--- src/rtl/fir_inverse_iir.sv ---
// fir_inverse_iir: recursive inverse of the 3-tap FIR stage.
//   y[n] = x[n] - b*y[n-1] - c*y[n-2]   (all arithmetic mod 2^WIDTH)
// A single WIDTH x WIDTH multiplier is shared across two cycles by a small
// FSM (IDLE -> MUL_B -> MUL_C -> HOLD). Valid/ready handshake on both sides.
module fir_inverse_iir #(
  parameter int WIDTH = 8
) (
  input  logic             clk,
  input  logic             rst,        // asynchronous, active-low
  input  logic [WIDTH-1:0] b,
  input  logic [WIDTH-1:0] c,
  input  logic [WIDTH-1:0] x_in,
  input  logic             in_valid,
  output logic             in_ready,
  output logic [WIDTH-1:0] y,
  output logic             out_valid,
  input  logic             out_ready
);

  typedef enum logic [1:0] {
    IDLE  = 2'd0,
    MUL_B = 2'd1,
    MUL_C = 2'd2,
    HOLD  = 2'd3
  } state_t;

  state_t state, state_next;

  // Sample, coefficients and recursion history.
  logic [WIDTH-1:0] x_lat, b_lat, c_lat;
  logic [WIDTH-1:0] y1, y2;
  logic [WIDTH-1:0] acc;

  // Shared multiplier operands and truncated product.
  logic [WIDTH-1:0] mul_a, mul_b;
  logic [WIDTH-1:0] prod;
  logic [WIDTH-1:0] r;

  // State register.
  // NOTE: sequential state uses non-blocking (<=) so every register samples
  // pre-edge values, independent of statement order.
  always_ff @(posedge clk or negedge rst) begin
    if (!rst) state <= IDLE;
    else      state <= state_next;
  end

  // Next-state logic and the input-side handshake.
  // NOTE: every output of a combinational block gets a default first, so no
  // path through the case leaves it unassigned (which would infer a latch).
  always_comb begin
    state_next = state;
    in_ready   = 1'b0;
    case (state)
      IDLE: begin
        in_ready = 1'b1;
        if (in_valid) state_next = MUL_B;
      end
      MUL_B:   state_next = MUL_C;
      MUL_C:   state_next = HOLD;
      HOLD:    if (out_ready) state_next = IDLE;
      default: state_next = IDLE;
    endcase
  end

  // Operand select for the one shared multiplier; idle inputs are held at zero.
  always_comb begin
    mul_a = '0;
    mul_b = '0;
    case (state)
      MUL_B: begin
        mul_a = b_lat;
        mul_b = y1;
      end
      MUL_C: begin
        mul_a = c_lat;
        mul_b = y2;
      end
      default: begin
        mul_a = '0;
        mul_b = '0;
      end
    endcase
  end

  // Assigning to a WIDTH-bit net keeps only the low bits of the product,
  // matching the FIR multiplier's truncation.
  assign prod = mul_a * mul_b;
  assign r    = acc - prod;

  // Datapath: latch on accept, two multiply-accumulate steps, then hold the
  // result until the downstream takes it.
  always_ff @(posedge clk or negedge rst) begin
    if (!rst) begin
      x_lat     <= '0;
      b_lat     <= '0;
      c_lat     <= '0;
      y1        <= '0;
      y2        <= '0;
      acc       <= '0;
      y         <= '0;
      out_valid <= 1'b0;
    end else begin
      case (state)
        IDLE: begin
          if (in_valid) begin
            x_lat <= x_in;
            b_lat <= b;
            c_lat <= c;
          end
        end
        MUL_B: acc <= x_lat - prod;
        MUL_C: begin
          y         <= r;
          y1        <= r;
          y2        <= y1;
          out_valid <= 1'b1;
        end
        HOLD: begin
          if (out_ready) out_valid <= 1'b0;
        end
        default: ;
      endcase
    end
  end

endmodule

--- config.mk ---
export PLATFORM = sky130hd
export DESIGN_NAME = fir_inverse_iir
export DESIGN_NICKNAME = d
export VERILOG_FILES = /design/src/rtl/fir_inverse_iir.sv
export SDC_FILE = /design/constraint.sdc
export NUM_CORES = 1
export LEC_CHECK = 0
export ABC_AREA = 1
export CORE_MARGIN = 3
export CORE_UTILIZATION = 55
export DETAILED_ROUTE_END_ITERATION = 10
export PLACE_DENSITY = 0.77
export SLEW_MARGIN = 40
export SYNTH_ARGS = -nofsm -noshare
export SYNTH_HDL_FRONTEND = slang
export SYNTH_SLANG_ARGS = --single-unit
--- constraint.sdc ---
create_clock -name clk -period 8.06 [get_ports clk]
set_input_delay 1.612 -clock clk [delete_from_list [all_inputs] [get_ports clk]]
set_output_delay 1.612 -clock clk [all_outputs]
set_load 0.005 [all_outputs]
# Yosys cells after proc, flatten, opt, wreduce, memory -nomap -nowiden
# Index checks and enable logic that the tools add are counted.
op_classes:
  div_mod_pow: 0
  n_shift: 0
  order_cmp: 0
  eq_ne: 5
  addsub: 2
  mul: 1
  n_bitwise: 0
  reduce_logical: 5
  n_mux: 8
ops:
  columns: ["op", "count"]
  rows:
  - ["$pmux W8 S2", 2]
  - ["$sub A8 B8 Y8", 2]
  - ["$mul A8 B8 Y8", 1]
  - ["$pmux W2 S4", 1]
  - ["$reduce_and A2 Y1", 3]
  - ["$eq A2 B2 Y1 const B", 2]
  - ["$mux W2", 2]
  - ["$ne A2 B2 Y1 const B", 2]
  - ["$eq A2 B1 Y1 const B", 1]
  - ["$logic_not A2 Y1", 1]
  - ["$mux W1", 2]
  - ["$pmux W1 S2", 1]
  - ["$reduce_bool A2 Y1", 1]
totals:
  memories: 0
  latchBits: 0
  ramBits: 0
  wordCells: 29
  mem_bits_ro: 0
  in_bits: 28
  regBits: 51
  output_inout_bits: 10

# Longest topological paths before layout
# Gate-level depths: netlist (run 1).
logic_depth:
  word_depth: 4
  mapped_depth: 30
  ltp_nobuf: 28

# Worst setup path after synthesis (run 1)
# Ideal clock, no wire load.
synth_path:
  path_type: "register to register"
  from: "register state[0]"
  to: "register y1[7]"
  path_buffers: 2
  required_ps: 7943
  stages_incl_launch_ff: 26
  setup_slack_ps: 2869
  setup_ps: 117
  arrival_time_ps: 5074
  synth_period_minus_slack_ps: 5191
  cell_sequence: "dfrtp_1 inv_1 ha_1 buf_2 buf_1 nand2_1 inv_1 nand2_1 fa_1 inv_1 ha_1 inv_1 fa_1 fa_1 inv_1 ha_1 xnor2_1 ha_1 a21o_1 a31oi_1 nand2_1 or2_2 nand2_1 nand3_1 nand3_1 nand2_1"
synth_between:
  elab_chain_cells: 4
  elab_cells_between_ends: 6
  cone_classes: "add/sub (1); mul (1); eq/ne (2); mux (2)"
synth_rtl:
  columns: ["item", "line_no", "rtl"]
  rows:
  - ["start: declaration", "27", "state_t state, state_next;"]
  - ["start signal: assignment", "44", "else state <= state_next;"]
  - ["$eq A2 B2 Y1 or $eq A2 B1 Y1 (tied branches)", "69, 103", null]
  - ["$pmux W8 S2", "69", "case (state)"]
  - ["$mul A8 B8 Y8", "87", "assign prod = mul_a * mul_b;"]
  - ["$sub A8 B8 Y8", "88", "assign r = acc - prod;"]
  - ["end signal: assignment", "114", "y1 <= r;"]
  - ["end: declaration", "31", "logic [WIDTH-1:0] y1, y2;"]
# Parallel ways exist; a longest one is shown, timed or not.
# A chain may end at the register's enable or synchronous reset.

# Final worst setup path (run 1)
layout_path:
  from: "register state[1]"
  to: "register y1[7]"
# Same word-level chain as after synthesis.

==> out/results.ini, run 1 <==
[timing]
setup_tns_ps = 0
fmax_mhz = 167
skew_ps = 12.2
fin_crit_ps = 6000
worst_pin_slew_ps = 686
relSlewSlack = 0.542
rsz0062_at_grt = false
finalMaxSlewViolations = 0
timing.final.crit_share = 0.745
finalHoldViolations = 0
finalSetupViolations = 0

[critical_path]
path_class = flop to flop
crit_chain = inv_1, ha_1, inv_2, o21ai_1, nand3_1, fa_1, inv_1, ha_1, inv_1, fa_1, fa_1, inv_1, ha_1, xnor2_1, ha_1, a21o_1, a31oi_1, nand2_1, or2_2, nand2_1, nand3_1, nand3_1, nand2_1
reg2reg_slack_ps = 2060
crit_fanout = 17
reg2reg_depth = 23
r2r_start = state[1]
cp_data_required_time_ps = 8260
cp_slowest_cell = fa_1
critPathTopFamily = adder cells
crit_buf_inv = 5
arrival_ps = 6200
max_stage_delay_ps = 580
worst_r2r_endpoint = y1[7]
startpoint_type = flop
critPathCaptureType = flop

[yosys]
seq_area_frac_synth = 0.337
syn_area_per_cell_um2 = 8.03
synth_cell_types = 30
synth_nets = 549
ys.flop_type = dfrtp_1
synth_edf_count = 0
synth_warnings = 0
ys_ff_latch = 51
syn-cell-area_um2 = 3790
async_flop_share = 1.00
postSynthCellCount = 472

[layout]
final_util = 0.659
final_cell_mix = nand2_1, inv_1, dfrtp_1, clkdlybuf4s50_1, ha_1
layout.nets = 582
diodes = 0
drive_above_1_share = 0.0929
fill_cells = 562
layout_commonest_cell = nand2_1
area_growth_pct = 12.9

[place]
globalplace.congestion = 0.929
port_buffers = 37
place_hpwl_um = 6400

[floorplanning]
initial_core_util = 0.583
rows = 29
die-area_um2 = 7920
die_h_um = 89.0
ios = 38
die_w_um = 89.0
coreArea_um2 = 6490

[clock_tree]
worstSkewPairLatency_ps = 300
cts_buffers = 5
htreeDepth = 2
cts_max_path_buffers = 2
cts_root_buffer = clkbuf_8
post-cts-setup-buffers = 0
hold_buffers = 0
clk_pin_slew_ps = 90
cts_tree = built
clkSinkCount = 51
cts_resized = 0

[route]
drc = 0
avgViaCountPerCell = 5.20
vias = 3032
ant_nets = 0
drt_iter0_drc = 120
post_drt_wl_per_cell_um = 13.6
routed_wl_um = 7920
dr.pass1.iters = 4

[min_path]
holdPathStages = 2
hp-start = y2[0]
holdPathEnd = y2[0]
min_path_type = flop to flop

[global_route]
grt_usage = 0.224
grt_max_degree = 52
grt_pass1_vias = 3017
antenna_found_initial = 0
grt_pass1_wl_um = 13900
gr-total-overflow = 0

[power]
peakVddDrop_v = 0.000312
leakage_uw = 0.00219
power-per-cell-area_nw_per_um2 = 378

[status]
outcome = complete, no violations

[job]
cap_violations = 0

[layer usage]
metal	wire, um	GRT usage	vias up
li1	-	-	1546
met1	3720	0.303	1420
met4	42	0.0487	0
met3	360	0.0359	4
met5	0	0	-
met2	3810	0.383	62
[cells in the mapped netlist, types with 2 or more instances]
library cell  instances  area [um2]
o21ai_1               3        15.0
nor3_1                2        10.0
dfrtp_1              51        1280
xnor2_1               7        61.3
nand3_1              23         115
o21ai_0              21         105
buf_6                 2        22.5
nand4_1               4        25.0
nand2_1             130         488
ha_1                 35         438
a21oi_1              13        65.1
o31ai_1               2        15.0
xor2_1                6        52.6
nand2_2              10        62.6
buf_4                 2        15.0
inv_1                74         278
fa_1                 14         280
buf_2                 2        10.0
mux2_2               21         236
clkbuf_1              5        18.8
nor2_1               31         116
inv_2                 3        11.3
a31oi_1               4        25.0
[how the worst max path moves through the flow]
stage / start / endpoint / slack (ps) / cells after the start
5_1_grt: state[1] / y1[7] / 1600 / 27
6_report: state[1] / y1[7] / 2060 / 23
3_5_place_dp: state[1] / y1[7] / 2070 / 23
3_3_place_gp: state[1] / y1[7] / 2200 / 23
4_1_cts: state[1] / y1[7] / 2040 / 23
2_1_floorplan: state[0] / y1[7] / 2870 / 25
[sequential cells by signal, summed over array words and instances, names as in the netlist]
register   count
out_valid      1
y2             8
b_lat          8
state          2
acc            8
x_lat          8
c_lat          8
y1             8
[kinds of logic after synthesis]
group,after synthesis,synth area share
AO/OA/AOI/OAI,47,0.0674
XOR/XNOR,13,0.0301
adder cells (fa/ha/maj),49,0.190
buffers and inverters,89,0.0948
flip-flops,51,0.337
multiplexers,21,0.0624
AND/OR/NAND/NOR,202,0.219
[power by group]
part           switching, uW  internal (uW)
Sequential              84.9            382
Clock                   80.9           60.8
Combinational            605            402
[cell type report]
class	count	area, um2	share of cell area
repair buffers	38	373	0.0872
flip-flops and latches	51	1280	0.298
inverters	77	289	0.0676
multi-input cells	332	2160	0.505
clock inverters	2	12.5	0.00292
clock buffers	6	72.6	0.0170
well taps	77	96.3	0.0225
[worst min-delay path, delay by kind of cell (launching register included)]
kind             cells  cell delay [ps]
flip-flops           1              350
AND/OR/NAND/NOR      2              100
[stage by stage]
step / worst slack, ps / hold slack (ps) / instance area, um2 / std cells / total power, uW
global route: 1600 / 518 / 4280 / 583 / 1790
CTS: 2040 / 481 / 4280 / 583 / 1630
detailed placement: 2070 / 458 / 4190 / 575 / 1480
finish: 2060 / 482 / 4280 / 583 / 1620
global placement: 2200 / 454 / 4190 / 575 / 1450
floorplan: 2870 / 442 / 3790 / 472 / 1220
Power figures use the tool's default switching activity.
==> inputs of run 2 (changes only) <==
- CORE_UTILIZATION: 55 -> 52
- clock period: 8.06 -> 5.5 ns (I/O delays scaled with it)
==> out/results.ini, run 2 (same netlist as run 1, synthesis figures left out) <==
[layout]
final_cell_mix = nand2_1, inv_1, dfrtp_1, clkdlybuf4s50_1
area_growth_pct = 16.6
fin_cells = 611  ; +4.8%
diodes = 0  ; unchanged
layout.nets = 591  ; +1.5%
layout_commonest_cell = nand2_1
drive_above_1_share = 0.124  ; +0.0314
fin_area_um2 = 4420  ; +3.3%

[critical_path]
reg2reg_depth = 26  ; +13%
arrival_ps = 5490  ; -710 ps
critPathTopFamily = adder cells
path_class = flop to flop
crit_fanout = 5  ; -12
cp_slowest_cell = fa_1
crit_path_frequent_cell = nand2_1
cp_data_required_time_ps = 5710  ; -2550 ps
worst_r2r_endpoint = y1[7]
max_stage_delay_ps = 530  ; -50 ps
startpoint_type = flop
crit_buf_inv = 5  ; unchanged
critPathCaptureType = flop
r2r_start = state[1]
reg2reg_slack_ps = 220  ; -1840 ps
worst-path-stages = 26  ; +13%

[global_route]
gr-total-overflow = 0  ; unchanged
grt_pass1_vias = 3116  ; +3.3%
grt_util_met1 = 0.271  ; -0.0313
grt_usage = 0.217  ; -0.00662
grt_max_degree = 52  ; unchanged
gr-usage-met3 = 0.0373  ; +0.00134
grt_use_met2 = 0.402  ; +0.0190
busiest_layer = met2
antenna_found_initial = 0  ; unchanged
grt_pass1_wl_um = 14600  ; +5.4%

[clock_tree]
cts_tree = built
worstSkewPairLatency_ps = 310  ; about the same
clkSinkCount = 51  ; unchanged
htreeDepth = 2  ; unchanged
hold_buffers = 0  ; unchanged
cts_max_path_buffers = 2  ; unchanged
post-cts-setup-buffers = 0  ; unchanged
cts_buffers = 5  ; unchanged
clk_pin_slew_ps = 90  ; about the same
cts_root_buffer = clkbuf_8

[timing]
finalSetupViolations = 0  ; unchanged
rsz0062_at_grt = true
timing.final.crit_share = 0.961  ; +0.216
finalMaxSlewViolations = 0  ; unchanged
worst_pin_slew_ps = 806  ; +119 ps
fmax_mhz = 189  ; +14%
fin_crit_ps = 5280  ; -719 ps
relSlewSlack = 0.462  ; -0.0796
finalHoldViolations = 0  ; unchanged
skew_ps = 7.83  ; -4.34 ps
hold_slack_ps = 487  ; +5.18 ps

[route]
post_drt_wl_per_cell_um = 14.2  ; +4.6%
routed_wl_um = 8680  ; +9.6%
dr.pass1.iters = 4  ; unchanged
avgViaCountPerCell = 5.10  ; -1.9%
drc = 0  ; unchanged
ant_nets = 0  ; unchanged
drt_iter0_drc = 180  ; +50%
vias = 3116  ; +2.8%

[place]
placed_cells = 603  ; +4.9%
place_area_um2 = 4280  ; +2.2%
globalplace.congestion = 0.966  ; +4.0%
place_hpwl_um = 6850  ; +7.1%
port_buffers = 37  ; unchanged

[power]
leakage_uw = 0.00224  ; +2.1%
power-per-cell-area_nw_per_um2 = 570  ; +51%
peakVddDrop_v = 0.000356  ; +14%

[min_path]
holdPathStages = 2  ; unchanged
hp-start = y2[7]
min_path_type = flop to flop
holdPathEnd = y2[7]

[floorplanning]
ios = 38  ; unchanged
initial_core_util = 0.546  ; -0.0377
coreArea_um2 = 6940  ; +6.9%
rows = 30  ; +3.4%
die-area_um2 = 8350  ; +5.4%
die_h_um = 91.4  ; +2.7%
die_w_um = 91.4  ; +2.7%

[job]
cap_violations = 0  ; unchanged

[status]
outcome = complete, no violations

[run 2: metal layers]
| metal | up-vias | routed length [um] |
|---|---|---|
| li1 | 1565 | - |
| met4 | 0 | 46 |
| met1 | 1481 | 3790 |
| met5 | - | 0 |
| met2 | 64 | 4490 |
| met3 | 6 | 364 |
[run 2: cell type report]
class                      instances  area [um2]
timing repair buffer              47         444
clock inverter                     2        12.5
inverter                          77         289
multi-input combinational        332        2200
sequential                        51        1280
clock buffer                       6        72.6
fill                             605        2520
tap                               96         120
[run 2: power breakdown]
part / total, uW / switching, uW / internal, uW
clock network: 215 / 126 / 89.2
logic: 1620 / 949 / 674
registers: 681 / 121 / 560
total: 2520 / 1200 / 1320
[run 2: what timing repair did]
item	4_1_cts	5_1_grt
gates resized for setup	1	10
setup endpoints to repair	1	2
pin swaps	0	1
hold endpoints to repair	0	0
[run 2: stage by stage]
| step | setup WS (ps) | total power, uW | TNS [ps] | utilization |
|---|---|---|---|---|
| final | 217 | 2520 | 0 | 0.636 |
| after global routing | -71.1 | 2760 | -124 | 0.636 |
| after CTS | 57.5 | 2480 | 0 | 0.629 |
| after detailed placement | 38.2 | 2250 | 0 | 0.617 |
| after global placement | 246 | 2180 | 0 | 0.616 |
| after floorplan | 309 | 1780 | 0 | - |
[run 2: worst max path at each step]
stage | slack (ps) | to | startpoint
4_1_cts | 60 | y1[7] | state[1]
5_1_grt | -70 | acc[7] | state[1]
6_report | 220 | y1[7] | state[1]
2_1_floorplan | 310 | y1[7] | state[0]
3_3_place_gp | 250 | y1[7] | state[0]
3_5_place_dp | 40 | y1[7] | state[0]
[run 2: worst min-delay path, cell delays in order, from the launching register on]
cell	delay (ps)
dfrtp_1	360
nand2_1	50
nand2_1	50
